`src/rtl/imem_boot_loader_pkg.sv`:
```
// Shared constants for the instruction-memory boot loader: FSM state
// encodings, default ack byte and the bundle lane layout.
package imem_boot_pkg;

    // FSM state encodings
    localparam logic [2:0] ST_HDR    = 3'd0;
    localparam logic [2:0] ST_LOAD   = 3'd1;
    localparam logic [2:0] ST_DRAIN  = 3'd2;
    localparam logic [2:0] ST_LAUNCH = 3'd3;
    localparam logic [2:0] ST_RUN    = 3'd4;
    localparam logic [2:0] ST_ERR    = 3'd5;

    localparam logic [7:0] ACK_BYTE_DEF = 8'hAA;

    // Bundle layout: lane 0 is the most significant 32 bits of the bundle
    localparam int NUM_LANES = 4;
    localparam int LANE_W    = 32;
    localparam int BUNDLE_W  = NUM_LANES * LANE_W;

    function automatic int lane_msb(input logic [1:0] lane);
        return BUNDLE_W - 1 - LANE_W * int'(lane);
    endfunction

    function automatic int lane_lsb(input logic [1:0] lane);
        return lane_msb(lane) - LANE_W + 1;
    endfunction

endpackage

```
`src/rtl/imem_boot_loader_if.sv`:
```
// Boot loader bus: uart_rx byte input, imem write port, fetch redirect,
// uart_tx ack and status. master = loader side, slave = its neighbours.
interface imem_boot_loader_if #(
    parameter int BUNDLE_AW = 14
);
    logic                 rx_valid;
    logic [7:0]           rx_data;
    logic                 wr_ready;
    logic                 wr_en;
    logic [BUNDLE_AW-1:0] wr_bundle;
    logic [1:0]           wr_lane;
    logic [31:0]          wr_data;
    logic                 core_hold;
    logic                 npc_en;
    logic [BUNDLE_AW-1:0] npc;
    logic                 ack_valid;
    logic [7:0]           ack_data;
    logic                 load_err;
    logic                 busy;

    modport master (
        input  rx_valid, rx_data, wr_ready,
        output wr_en, wr_bundle, wr_lane, wr_data, core_hold,
               npc_en, npc, ack_valid, ack_data, load_err, busy
    );

    modport slave (
        output rx_valid, rx_data, wr_ready,
        input  wr_en, wr_bundle, wr_lane, wr_data, core_hold,
               npc_en, npc, ack_valid, ack_data, load_err, busy
    );
endinterface

```
`src/rtl/imem_boot_loader_word_packer.sv`:
```
// MSB-first byte-to-word assembler. word/word_done are combinational on the
// cycle the 4th byte arrives so the caller can register the word directly.
module word_packer (
    input  logic        clk,
    input  logic        rst,
    input  logic        clear,
    input  logic        byte_valid,
    input  logic [7:0]  byte_in,
    output logic [31:0] word,
    output logic        word_done
);
    logic [23:0] sr;
    logic [1:0]  cnt;

    assign word_done = byte_valid && (cnt == 2'd3);
    assign word      = {sr, byte_in};

    // Shift in bytes and count position within the word
    always_ff @(posedge clk) begin
        if (rst || clear) begin
            sr  <= '0;
            cnt <= '0;
        end else if (byte_valid) begin
            sr  <= {sr[15:0], byte_in};
            cnt <= cnt + 2'd1;
        end
    end
endmodule

```
`src/rtl/imem_boot_loader.sv`:
```
// Boot loader: takes a word count plus instruction stream from the UART,
// writes instructions into their bundle lanes, then redirects fetch to
// START_PC and releases the core stall.
module imem_boot_loader
    import imem_boot_pkg::*;
#(
    parameter int                   BUNDLE_AW = 14,
    parameter logic [BUNDLE_AW-1:0] START_PC  = '0,
    parameter logic [7:0]           ACK_BYTE  = ACK_BYTE_DEF
) (
    input  logic               clk,
    input  logic               rst,
    imem_boot_loader_if.master bus
);
    // Largest legal count; 33 bits so the compare never overflows
    localparam logic [32:0] CAPACITY = 33'd4 << BUNDLE_AW;

    logic [2:0]           state, state_d;
    logic [31:0]          n_words;
    logic [BUNDLE_AW+1:0] idx;      // index of the word at the write port
    logic [BUNDLE_AW+1:0] asm_cnt;  // words assembled so far
    logic                 wr_en_q;
    logic [31:0]          wr_data_q;
    logic                 core_hold_q, npc_en_q, ack_valid_q, load_err_q, busy_q;

    logic        pk_active;
    logic [31:0] pk_word;
    logic        pk_done;
    logic        accept;
    logic        is_last;

    // Bytes are only consumed while collecting the header or the payload
    assign pk_active = (state == ST_HDR) || (state == ST_LOAD);
    assign accept    = wr_en_q && bus.wr_ready;
    assign is_last   = (32'(asm_cnt) == n_words - 32'd1);

    word_packer u_packer (
        .clk        (clk),
        .rst        (rst),
        .clear      (!pk_active),
        .byte_valid (bus.rx_valid && pk_active),
        .byte_in    (bus.rx_data),
        .word       (pk_word),
        .word_done  (pk_done)
    );

    // Next-state decode
    always_comb begin
        state_d = state;
        case (state)
            ST_HDR: begin
                if (pk_done) begin
                    if (pk_word == 32'd0)
                        state_d = ST_LAUNCH;
                    else if ({1'b0, pk_word} > CAPACITY)
                        state_d = ST_ERR;
                    else
                        state_d = ST_LOAD;
                end
            end
            ST_LOAD: begin
                // A new word with the previous one still stuck is an overrun
                if (pk_done && wr_en_q && !bus.wr_ready)
                    state_d = ST_ERR;
                else if (pk_done && is_last)
                    state_d = ST_DRAIN;
            end
            ST_DRAIN:  if (accept) state_d = ST_LAUNCH;
            ST_LAUNCH: state_d = ST_RUN;
            ST_RUN:    state_d = ST_RUN;
            ST_ERR:    state_d = ST_ERR;
            default:   state_d = ST_HDR;
        endcase
    end

    // State, counters, write port and registered status outputs
    always_ff @(posedge clk) begin
        if (rst) begin
            state       <= ST_HDR;
            n_words     <= '0;
            idx         <= '0;
            asm_cnt     <= '0;
            wr_en_q     <= 1'b0;
            wr_data_q   <= '0;
            core_hold_q <= 1'b1;
            npc_en_q    <= 1'b0;
            ack_valid_q <= 1'b0;
            load_err_q  <= 1'b0;
            busy_q      <= 1'b1;
        end else begin
            state <= state_d;

            if (state == ST_HDR && pk_done)
                n_words <= pk_word;

            if (state == ST_LOAD && pk_done)
                asm_cnt <= asm_cnt + 1'b1;

            // An overrun drops the pending write; otherwise a completed word
            // takes the port (possibly in the same cycle the old one leaves)
            if (state_d == ST_ERR) begin
                wr_en_q <= 1'b0;
            end else if (state == ST_LOAD && pk_done) begin
                wr_en_q   <= 1'b1;
                wr_data_q <= pk_word;
            end else if (accept) begin
                wr_en_q <= 1'b0;
            end

            if (accept)
                idx <= idx + 1'b1;

            // Hold drops together with the redirect strobe and stays low
            core_hold_q <= !((state_d == ST_LAUNCH) || (state_d == ST_RUN));
            npc_en_q    <= (state_d == ST_LAUNCH);
            ack_valid_q <= (state_d == ST_LAUNCH);
            load_err_q  <= (state_d == ST_ERR);
            busy_q      <= !((state_d == ST_RUN) || (state_d == ST_ERR));
        end
    end

    assign bus.wr_en     = wr_en_q;
    assign bus.wr_data   = wr_data_q;
    assign bus.wr_bundle = idx[BUNDLE_AW+1:2];
    assign bus.wr_lane   = idx[1:0];
    assign bus.core_hold = core_hold_q;
    assign bus.npc_en    = npc_en_q;
    assign bus.npc       = START_PC;
    assign bus.ack_valid = ack_valid_q;
    assign bus.ack_data  = ACK_BYTE;
    assign bus.load_err  = load_err_q;
    assign bus.busy      = busy_q;

endmodule

```
`src/flat_wrapper.sv`:
```
// flat-port wrapper written by rule: the top's interface ports become plain ports
module imem_boot_loader_flat import imem_boot_pkg::*;
#(
    parameter int                   BUNDLE_AW = 14,
    parameter logic [BUNDLE_AW-1:0] START_PC  = '0,
    parameter logic [7:0]           ACK_BYTE  = ACK_BYTE_DEF
)
  (clk, rst, bus_rx_valid, bus_rx_data, bus_wr_ready, bus_wr_en, bus_wr_bundle, bus_wr_lane, bus_wr_data, bus_core_hold, bus_npc_en, bus_npc, bus_ack_valid, bus_ack_data, bus_load_err, bus_busy);
  imem_boot_loader_if #(.BUNDLE_AW(BUNDLE_AW)) bus_i ();
  input  logic clk;
  input  logic rst;
  input wire logic [$bits(bus_i.rx_valid)-1:0] bus_rx_valid;
  input wire logic [$bits(bus_i.rx_data)-1:0] bus_rx_data;
  input wire logic [$bits(bus_i.wr_ready)-1:0] bus_wr_ready;
  output wire logic [$bits(bus_i.wr_en)-1:0] bus_wr_en;
  output wire logic [$bits(bus_i.wr_bundle)-1:0] bus_wr_bundle;
  output wire logic [$bits(bus_i.wr_lane)-1:0] bus_wr_lane;
  output wire logic [$bits(bus_i.wr_data)-1:0] bus_wr_data;
  output wire logic [$bits(bus_i.core_hold)-1:0] bus_core_hold;
  output wire logic [$bits(bus_i.npc_en)-1:0] bus_npc_en;
  output wire logic [$bits(bus_i.npc)-1:0] bus_npc;
  output wire logic [$bits(bus_i.ack_valid)-1:0] bus_ack_valid;
  output wire logic [$bits(bus_i.ack_data)-1:0] bus_ack_data;
  output wire logic [$bits(bus_i.load_err)-1:0] bus_load_err;
  output wire logic [$bits(bus_i.busy)-1:0] bus_busy;
  assign bus_i.rx_valid = bus_rx_valid;
  assign bus_i.rx_data = bus_rx_data;
  assign bus_i.wr_ready = bus_wr_ready;
  assign bus_wr_en = bus_i.wr_en;
  assign bus_wr_bundle = bus_i.wr_bundle;
  assign bus_wr_lane = bus_i.wr_lane;
  assign bus_wr_data = bus_i.wr_data;
  assign bus_core_hold = bus_i.core_hold;
  assign bus_npc_en = bus_i.npc_en;
  assign bus_npc = bus_i.npc;
  assign bus_ack_valid = bus_i.ack_valid;
  assign bus_ack_data = bus_i.ack_data;
  assign bus_load_err = bus_i.load_err;
  assign bus_busy = bus_i.busy;
  imem_boot_loader #(.BUNDLE_AW(BUNDLE_AW), .START_PC(START_PC), .ACK_BYTE(ACK_BYTE)) u_core (.clk(clk), .rst(rst), .bus(bus_i));
endmodule
```
`config.mk`:
```
export PLATFORM = sky130hd
export DESIGN_NAME = imem_boot_loader_flat
export DESIGN_NICKNAME = d
export VERILOG_FILES = /design/src/rtl/imem_boot_loader_pkg.sv /design/src/rtl/imem_boot_loader_if.sv /design/src/rtl/imem_boot_loader_word_packer.sv /design/src/rtl/imem_boot_loader.sv /design/src/flat_wrapper.sv
export SDC_FILE = /design/constraint.sdc
export NUM_CORES = 1
export LEC_CHECK = 0
export ABC_CLOCK_PERIOD_IN_PS = 6400
export CAP_MARGIN = 15
export CORE_ASPECT_RATIO = 0.7
export CORE_MARGIN = 4
export CORE_UTILIZATION = 58
export DETAILED_ROUTE_END_ITERATION = 8
export PLACE_DENSITY = 0.95
export SYNTH_ARGS = -nofsm -noshare
export SYNTH_HDL_FRONTEND = slang
export SYNTH_SLANG_ARGS = --single-unit
```
`constraint.sdc`:
```
create_clock -name clk -period 6.4 [get_ports clk]
set_clock_uncertainty 0.15 [all_clocks]
set_input_delay 1.92 -clock clk [delete_from_list [all_inputs] [get_ports clk]]
set_output_delay 1.92 -clock clk [all_outputs]
set_load 0.01 [all_outputs]
```
======== Word level (Yosys, flattened, before mapping) ========
Index checks and enable logic that the tools add are counted.
Widths: inputs -> output; s select.
cells by class
  multipliers ............................. 0
  equality and inequality tests ........... 10
  order comparisons ....................... 1
  shift-type cells ........................ 0
  divide/modulo/power cells ............... 0
  add/subtract/negate cells ............... 4
  reductions and logical operators ........ 22
  bitwise operators ....................... 1
  mux-type cells .......................... 9
operators with widths
  cell                   count
  $add 16x1->16 const B  2
  $eq 16x32->1           1
  $gt 32x17->1 const B   1
  $logic_not 32->1       1
  $sub 32x1->32 const B  1
  $mux 3                 6
  $pmux 3 s5             1
  $eq 3x3->1 const B     4
  $eq 3x2->1 const B     3
  $logic_and 1x1->1      8
  $logic_not 1->1        4
  $logic_or 1x1->1       4
  $reduce_or 2->1        2
  $eq 3x1->1 const B     1
  $logic_not 3->1        1
  $add 2x1->2 const B    1
  $eq 2x2->1 const B     1
  $mux 1                 2
  $reduce_and 2->1       1
  $reduce_bool 2->1      1
  $not 1->1              1
storage, ports and cells
  bits in latches ......................... 0
  register bits after elaboration ......... 130
  memory bits (read-only) ................. 0
  input port bits ......................... 12
  RAM bits ................................ 0
  memories kept ........................... 0

======== Depth between registers and ports, before layout ========
  depth in word-level cells ............... 11
  gate-level depth with buffers ........... 10

======== Hierarchy ========
A second synthesis with hierarchy kept.
unflattened totals
  cells, all modules ...................... 690
  area, all modules ....................... 6005.8 µm²
modules (own cells, without submodules)
  module            instances  cells an instance  area an instance (µm²)
  imem_boot_loader  1          595                4966.0
  word_packer       1          95                 1039.7

======== Worst setup path after synthesis ========
No wires, ideal clock.
  path type ............................... input-to-reg
  start ................................... input port bus_rx_valid
  end ..................................... register u_core.core_hold_q (netlist: u_core.bus.core_hold)
  arrival ................................. 3.954 ns
  slack ................................... 2.175 ns
  setup time .............................. 0.121 ns
  stages on the path ...................... 8
  path through ............................ nor3b_4 > nand2_1 > or3_1 > a2111oi_2 > and4_1 > nand4_2 > o41ai_4 > mux2_2
between the ends
  word-level cells in the longest chain between the ends .. 9
  elaborated cells on any way between the ends .. 13
  classes of those cells .................. 2 x eq/ne; 4 x mux; 7 x reduce/logical
RTL lines
  item                                                RTL line                                        source
  from (decl)                                         flat_wrapper.sv:12                              input wire logic [$bits(bus_i.rx_valid)-1:0] bus_rx_valid;
  $logic_and 1x1->1 *                                 imem_boot_loader.sv:41                          .byte_valid (bus.rx_valid && pk_active),
  $logic_and 1x1->1 *                                 imem_boot_loader_word_packer.sv:15              assign word_done = byte_valid && (cnt == 2'd3);
  $logic_and 1x1->1, on equally long branches         imem_boot_loader.sv:65, imem_boot_loader.sv:63
  $mux 3 / $logic_and 1x1->1 (equally long branches)  imem_boot_loader.sv:65, imem_boot_loader.sv:63
  $mux 3                                              imem_boot_loader.sv:63                          if (pk_done && wr_en_q && !bus.wr_ready)
  $pmux 3 s5 *                                        imem_boot_loader.sv:50                          case (state)
  $eq 3x2->1 / $eq 3x3->1 (equally long branches)     imem_boot_loader.sv:114                         core_hold_q <= !((state_d == ST_LAUNCH) || (state_d == ST_RUN));
  $logic_or 1x1->1 *                                  imem_boot_loader.sv:114
  $logic_not 1->1 *                                   imem_boot_loader.sv:114
  to (signal assigned)                                imem_boot_loader.sv:114
  to (decl)                                           imem_boot_loader.sv:24                          logic core_hold_q, npc_en_q, ack_valid_q, load_err_q, busy_q;
Mark *: on every way between the ends. The rest lies on a longest branch, timed or not.
A chain may end at the register's enable or synchronous reset.

======== Worst setup path in the final report ========
  start ................................... input port bus_rx_valid
  end ..................................... register u_core.wr_data_q[16] (netlist: u_core.bus.wr_data[16])
between the ends
  word-level cells in the longest chain between the ends .. 9
  elaborated cells on any way between the ends .. 13
  classes of those cells .................. 1 x eq/ne; 4 x mux; 1 x bitwise; 7 x reduce/logical
RTL lines
  item                                                RTL line                                        source
  $logic_and 1x1->1 *                                 imem_boot_loader.sv:41
  $logic_and 1x1->1 *                                 imem_boot_loader_word_packer.sv:15
  $logic_and 1x1->1, on equally long branches         imem_boot_loader.sv:65, imem_boot_loader.sv:63
  $mux 3 / $logic_and 1x1->1 (equally long branches)  imem_boot_loader.sv:65, imem_boot_loader.sv:63
  $mux 3                                              imem_boot_loader.sv:63
  $pmux 3 s5                                          imem_boot_loader.sv:50
  $eq 3x3->1                                          imem_boot_loader.sv:101                         if (state_d == ST_ERR) begin
  $not 1->1 (no source line)                          n/a
  $reduce_and 2->1 (no source line) *                 n/a
  to (signal assigned)                                imem_boot_loader.sv:105                         wr_data_q <= pk_word;
  to (decl)                                           imem_boot_loader.sv:23                          logic [31:0] wr_data_q;
Marks and branches as above.

==> impl_metrics.toml <==
[synth]
yosys_most_used_dff = "sky130_fd_sc_hd__dfxtp_1"
cell_variety_after_synth = 49
synth.cell_area_um2 = 5760
yosysSeqAreaShare_pct = 45.2
synth_largest_area_cell = "sky130_fd_sc_hd__dfxtp_1"
syn-instance-count = 683
ys_top_cells_by_area = "sky130_fd_sc_hd__dfxtp_1 45%, sky130_fd_sc_hd__nand2_1 10%, sky130_fd_sc_hd__a21oi_1 7.0%"
ys_warn_count = 0
synth-edff-count = 0
synth_top_cell_area_share_pct = 45.2
synthesis.area_per_instance_um2 = 8.43
synth.ff_latch_count = 130
asyncSetResetFlopFracSynth_pct = 0

[clocking]
cts-htree-levels = 4
cts_resized = 0
cts_setup_buffers = 0
cts_hold_buf = 0
clock_sink_total = 130
clk_transition_reported_paths_ps = 60
clk_root_buffer_cell = "sky130_fd_sc_hd__clkbuf_16"
tritoncts.num_buffers = 17
cts_tree = "built"
cts_max_path_buffers = 2
later_pin_clock_latency_in_the_skew_report_ps = 420

[global_routing]
maximum_number_of_pins_on_one_net_before_global_route_repair = 62
gr-usage-met2_pct = 40.8
grt_use_met3_pct = 6.29
track_usage_pct = 25.9
gr-usage-met1_pct = 33.7
global_route.overflow_total = 0
grt_pass1_vias = 4924
grt_first_pass_wirelength_um = 24100
top_usage_layer = "met2"
number_of_antenna_violations_at_the_first_check_in_global_routing = 0

[pwr]
vdd_drop_max_v = 0.000192
pwr_density_cell_nw_per_um2 = 277
cellLeakagePower_nw = 2.57

[setup_path]
worst_path_max_delay_cell = "sky130_fd_sc_hd__a21o_1"
path_class = "input port to flip-flop"
crit_chain = "clkdlybuf4s50_1 -> nor3b_4 -> buf_4 -> nand2_1 -> nor2_1 -> o21ai_0 -> o221ai_1 -> a21o_1 -> nand2_1 -> a21oi_1"
worstSetupEndpointType = "flip-flop"
start_kind = "input port"
path_delay_family = "compound AO/OA/AOI/OAI gates"
timing.critical_path.mode_cell = "sky130_fd_sc_hd__nand2_1"
cp_data_required_time_ps = 6590
timing.critical_path.buf_inv = 2
max_stage_delay_ps = 910
timing.critical_path.fanout_max = 32
cp.arrival_ps = 5130

[placement]
port_buffers = 65
dpl.hpwl_um = 9950
routabilityCongestion = 0.948
post-place-cells = 842

[floorplanning]
die_w_um = 127
pin_count = 88
fp.dieArea_um2 = 11600
placement_rows = 30
core_area_um2 = 9680
chipHeight_um = 91.3
initial_cell_density_of_the_core_pct = 59.4

[route]
antenna_violating_nets_post_route = 0
detail_route.first_pass.iterations = 7
vias = 5133
drc = 0
routed_wirelength_um = 14900
routed_wire_length_per_instance_um = 17.1
vias_per_cell = 5.88
drtIter0Drc = 444

[sta]
rsz_0062_raised_after_global_routing = "no"
final-max-slew-violation-count = 0
max_freq_ghz = 0.202
period_needed_ps = 4940
timing.final.crit_share_pct = 77.3
final_hold_viol_count = 0
worst_pin_slew_ps = 1090
max_slew_margin_pct = 27.4
finalSetupViolations = 0
fin_tns_setup_ps = 0

[cells_and_area]
layout.cells.most_common_list = "157 x sky130_fd_sc_hd__nand2_1, 130 x sky130_fd_sc_hd__dfxtp_1, 79 x sky130_fd_sc_hd__a21oi_1, 64 x sky130_fd_sc_hd__clkdlybuf4s50_1, 40 x sky130_fd_sc_hd__nor2_1"
post_route_cells_drive_above_1_share_pct = 9.80
antenna-diode-count = 0
final_common_cell = "sky130_fd_sc_hd__nand2_1"
layout.filler_cells = 690
final_net_count = 749
stdcell_count = 873
area_growth_syn_to_layout_pct = 21.2

[flow_run]
maxCapViolations = 0

[worst_hold_path]
min-delay-path-class = "flip-flop to flip-flop"

[outcome]
run_status = "finished clean"
-- cell usage after synthesis, types with 2 or more instances --
cell type / number
sky130_fd_sc_hd__mux2i_1: 4
sky130_fd_sc_hd__and2_1: 2
sky130_fd_sc_hd__nor3b_1: 2
sky130_fd_sc_hd__a31oi_1: 3
sky130_fd_sc_hd__a21o_1: 4
sky130_fd_sc_hd__a21oi_1: 80
sky130_fd_sc_hd__clkbuf_1: 34
sky130_fd_sc_hd__nor2_1: 40
sky130_fd_sc_hd__ha_1: 4
sky130_fd_sc_hd__and4_1: 5
sky130_fd_sc_hd__xnor2_1: 11
sky130_fd_sc_hd__nor4_2: 2
sky130_fd_sc_hd__nand2b_1: 3
sky130_fd_sc_hd__nand4_1: 11
sky130_fd_sc_hd__nor3_1: 12
sky130_fd_sc_hd__xor2_1: 36
sky130_fd_sc_hd__or3_1: 12
sky130_fd_sc_hd__nor4bb_1: 2
sky130_fd_sc_hd__nor4_1: 12
sky130_fd_sc_hd__inv_1: 8
sky130_fd_sc_hd__nand2_1: 157
sky130_fd_sc_hd__o221a_2: 25
sky130_fd_sc_hd__a211o_1: 2
sky130_fd_sc_hd__nand3_1: 11
sky130_fd_sc_hd__buf_4: 23
sky130_fd_sc_hd__and3_1: 8
sky130_fd_sc_hd__dfxtp_1: 130
sky130_fd_sc_hd__buf_1: 2
sky130_fd_sc_hd__o21ai_0: 15
sky130_fd_sc_hd__nor2b_1: 2
sky130_fd_sc_hd__o41a_1: 2
sky130_fd_sc_hd__conb_1: 2
-- worst min-delay path: cells and delay by family, from the launching register on --
family           cells  cell delay [ps]
AO/OA/AOI/OAI        1               50
flip-flops           1              310
AND/OR/NAND/NOR      1               50
-- final timing paths --
path | startpoint | to | slack [ps] | cells past startpoint
hold / removal | u_core.bus.wr_data[18]$_SDFFE_PP0P_ | u_core.bus.wr_data[18]$_SDFFE_PP0P_ | 300 | 2
hold reg to reg | u_core.bus.wr_data[18]$_SDFFE_PP0P_ | u_core.bus.wr_data[18]$_SDFFE_PP0P_ | 300 | 2
setup reg to reg | u_core.n_words[0]$_SDFFE_PP0P_ | u_core.bus.core_hold$_SDFF_PP1_ | 2910 | 8
setup / recovery | bus_rx_valid | u_core.bus.wr_data[16]$_SDFFE_PP0P_ | 1460 | 10
-- flip-flops by register name, indices dropped and copies added, names as in the netlist, 2 cells and up --
register,cells
u_core.u_packer.sr,24
u_core.state,3
u_core.idx,16
u_core.n_words,32
u_core.asm_cnt,16
u_core.u_packer.cnt,2
u_core.bus.wr_data,32
-- routing by layer --
layer / vias up / wire length, um
li1: 2431 / -
met1: 2430 / 6450
met2: 233 / 6930
met3: 39 / 1230
met4: 0 / 320
met5: - / 0
-- kinds of logic (layout without fill, tap and decap cells) --
| kind of cell | Yosys count | after routing | share of synthesized area, % |
|---|---|---|---|
| compound gates | 139 | 139 | 16.3 |
| flops | 130 | 130 | 45.2 |
| simple gates | 288 | 288 | 23.5 |
| xor+xnor | 47 | 47 | 7.15 |
| mux | 5 | 5 | 0.891 |
| buf+inv | 68 | 110 | 5.96 |
| other cells | 2 | 22 | 0.130 |
| fa+ha+maj | 4 | 4 | 0.870 |
-- through the flow --
step           power (mW)  instance area, um2  utilization [%]  hold WS [ps]  setup slack (ps)
6_report             1.93                6980             72.0           304              1460
3_5_place_dp        0.973                6380             65.9           296              1200
4_1_cts              1.93                6980             72.0           303              1530
3_3_place_gp        0.969                6380             65.9           291              1320
2_1_floorplan       0.946                5830                -           286              2180
5_1_grt              1.98                6980             72.0           319              1280
-- layout make-up --
cell class / instances / area, um2 / area share (%)
inverters: 8 / 30.0 / 0.430
well taps: 128 / 160 / 2.30
repair buffers: 71 / 691 / 9.90
flip-flops and latches: 130 / 2600 / 37.3
clock inverters: 8 / 101 / 1.45
multi-input cells: 505 / 2890 / 41.5
clock buffers: 23 / 498 / 7.14
-- power breakdown --
| group | switching (mW) | leakage (nW) | total (mW) | internal, mW |
|---|---|---|---|---|
| sequential | 0.0231 | 1.05 | 0.848 | 0.825 |
| clock | 0.347 | 0.287 | 0.968 | 0.621 |
| combinational | 0.0697 | 1.23 | 0.115 | 0.0451 |
(Power assumes the default switching activity.)
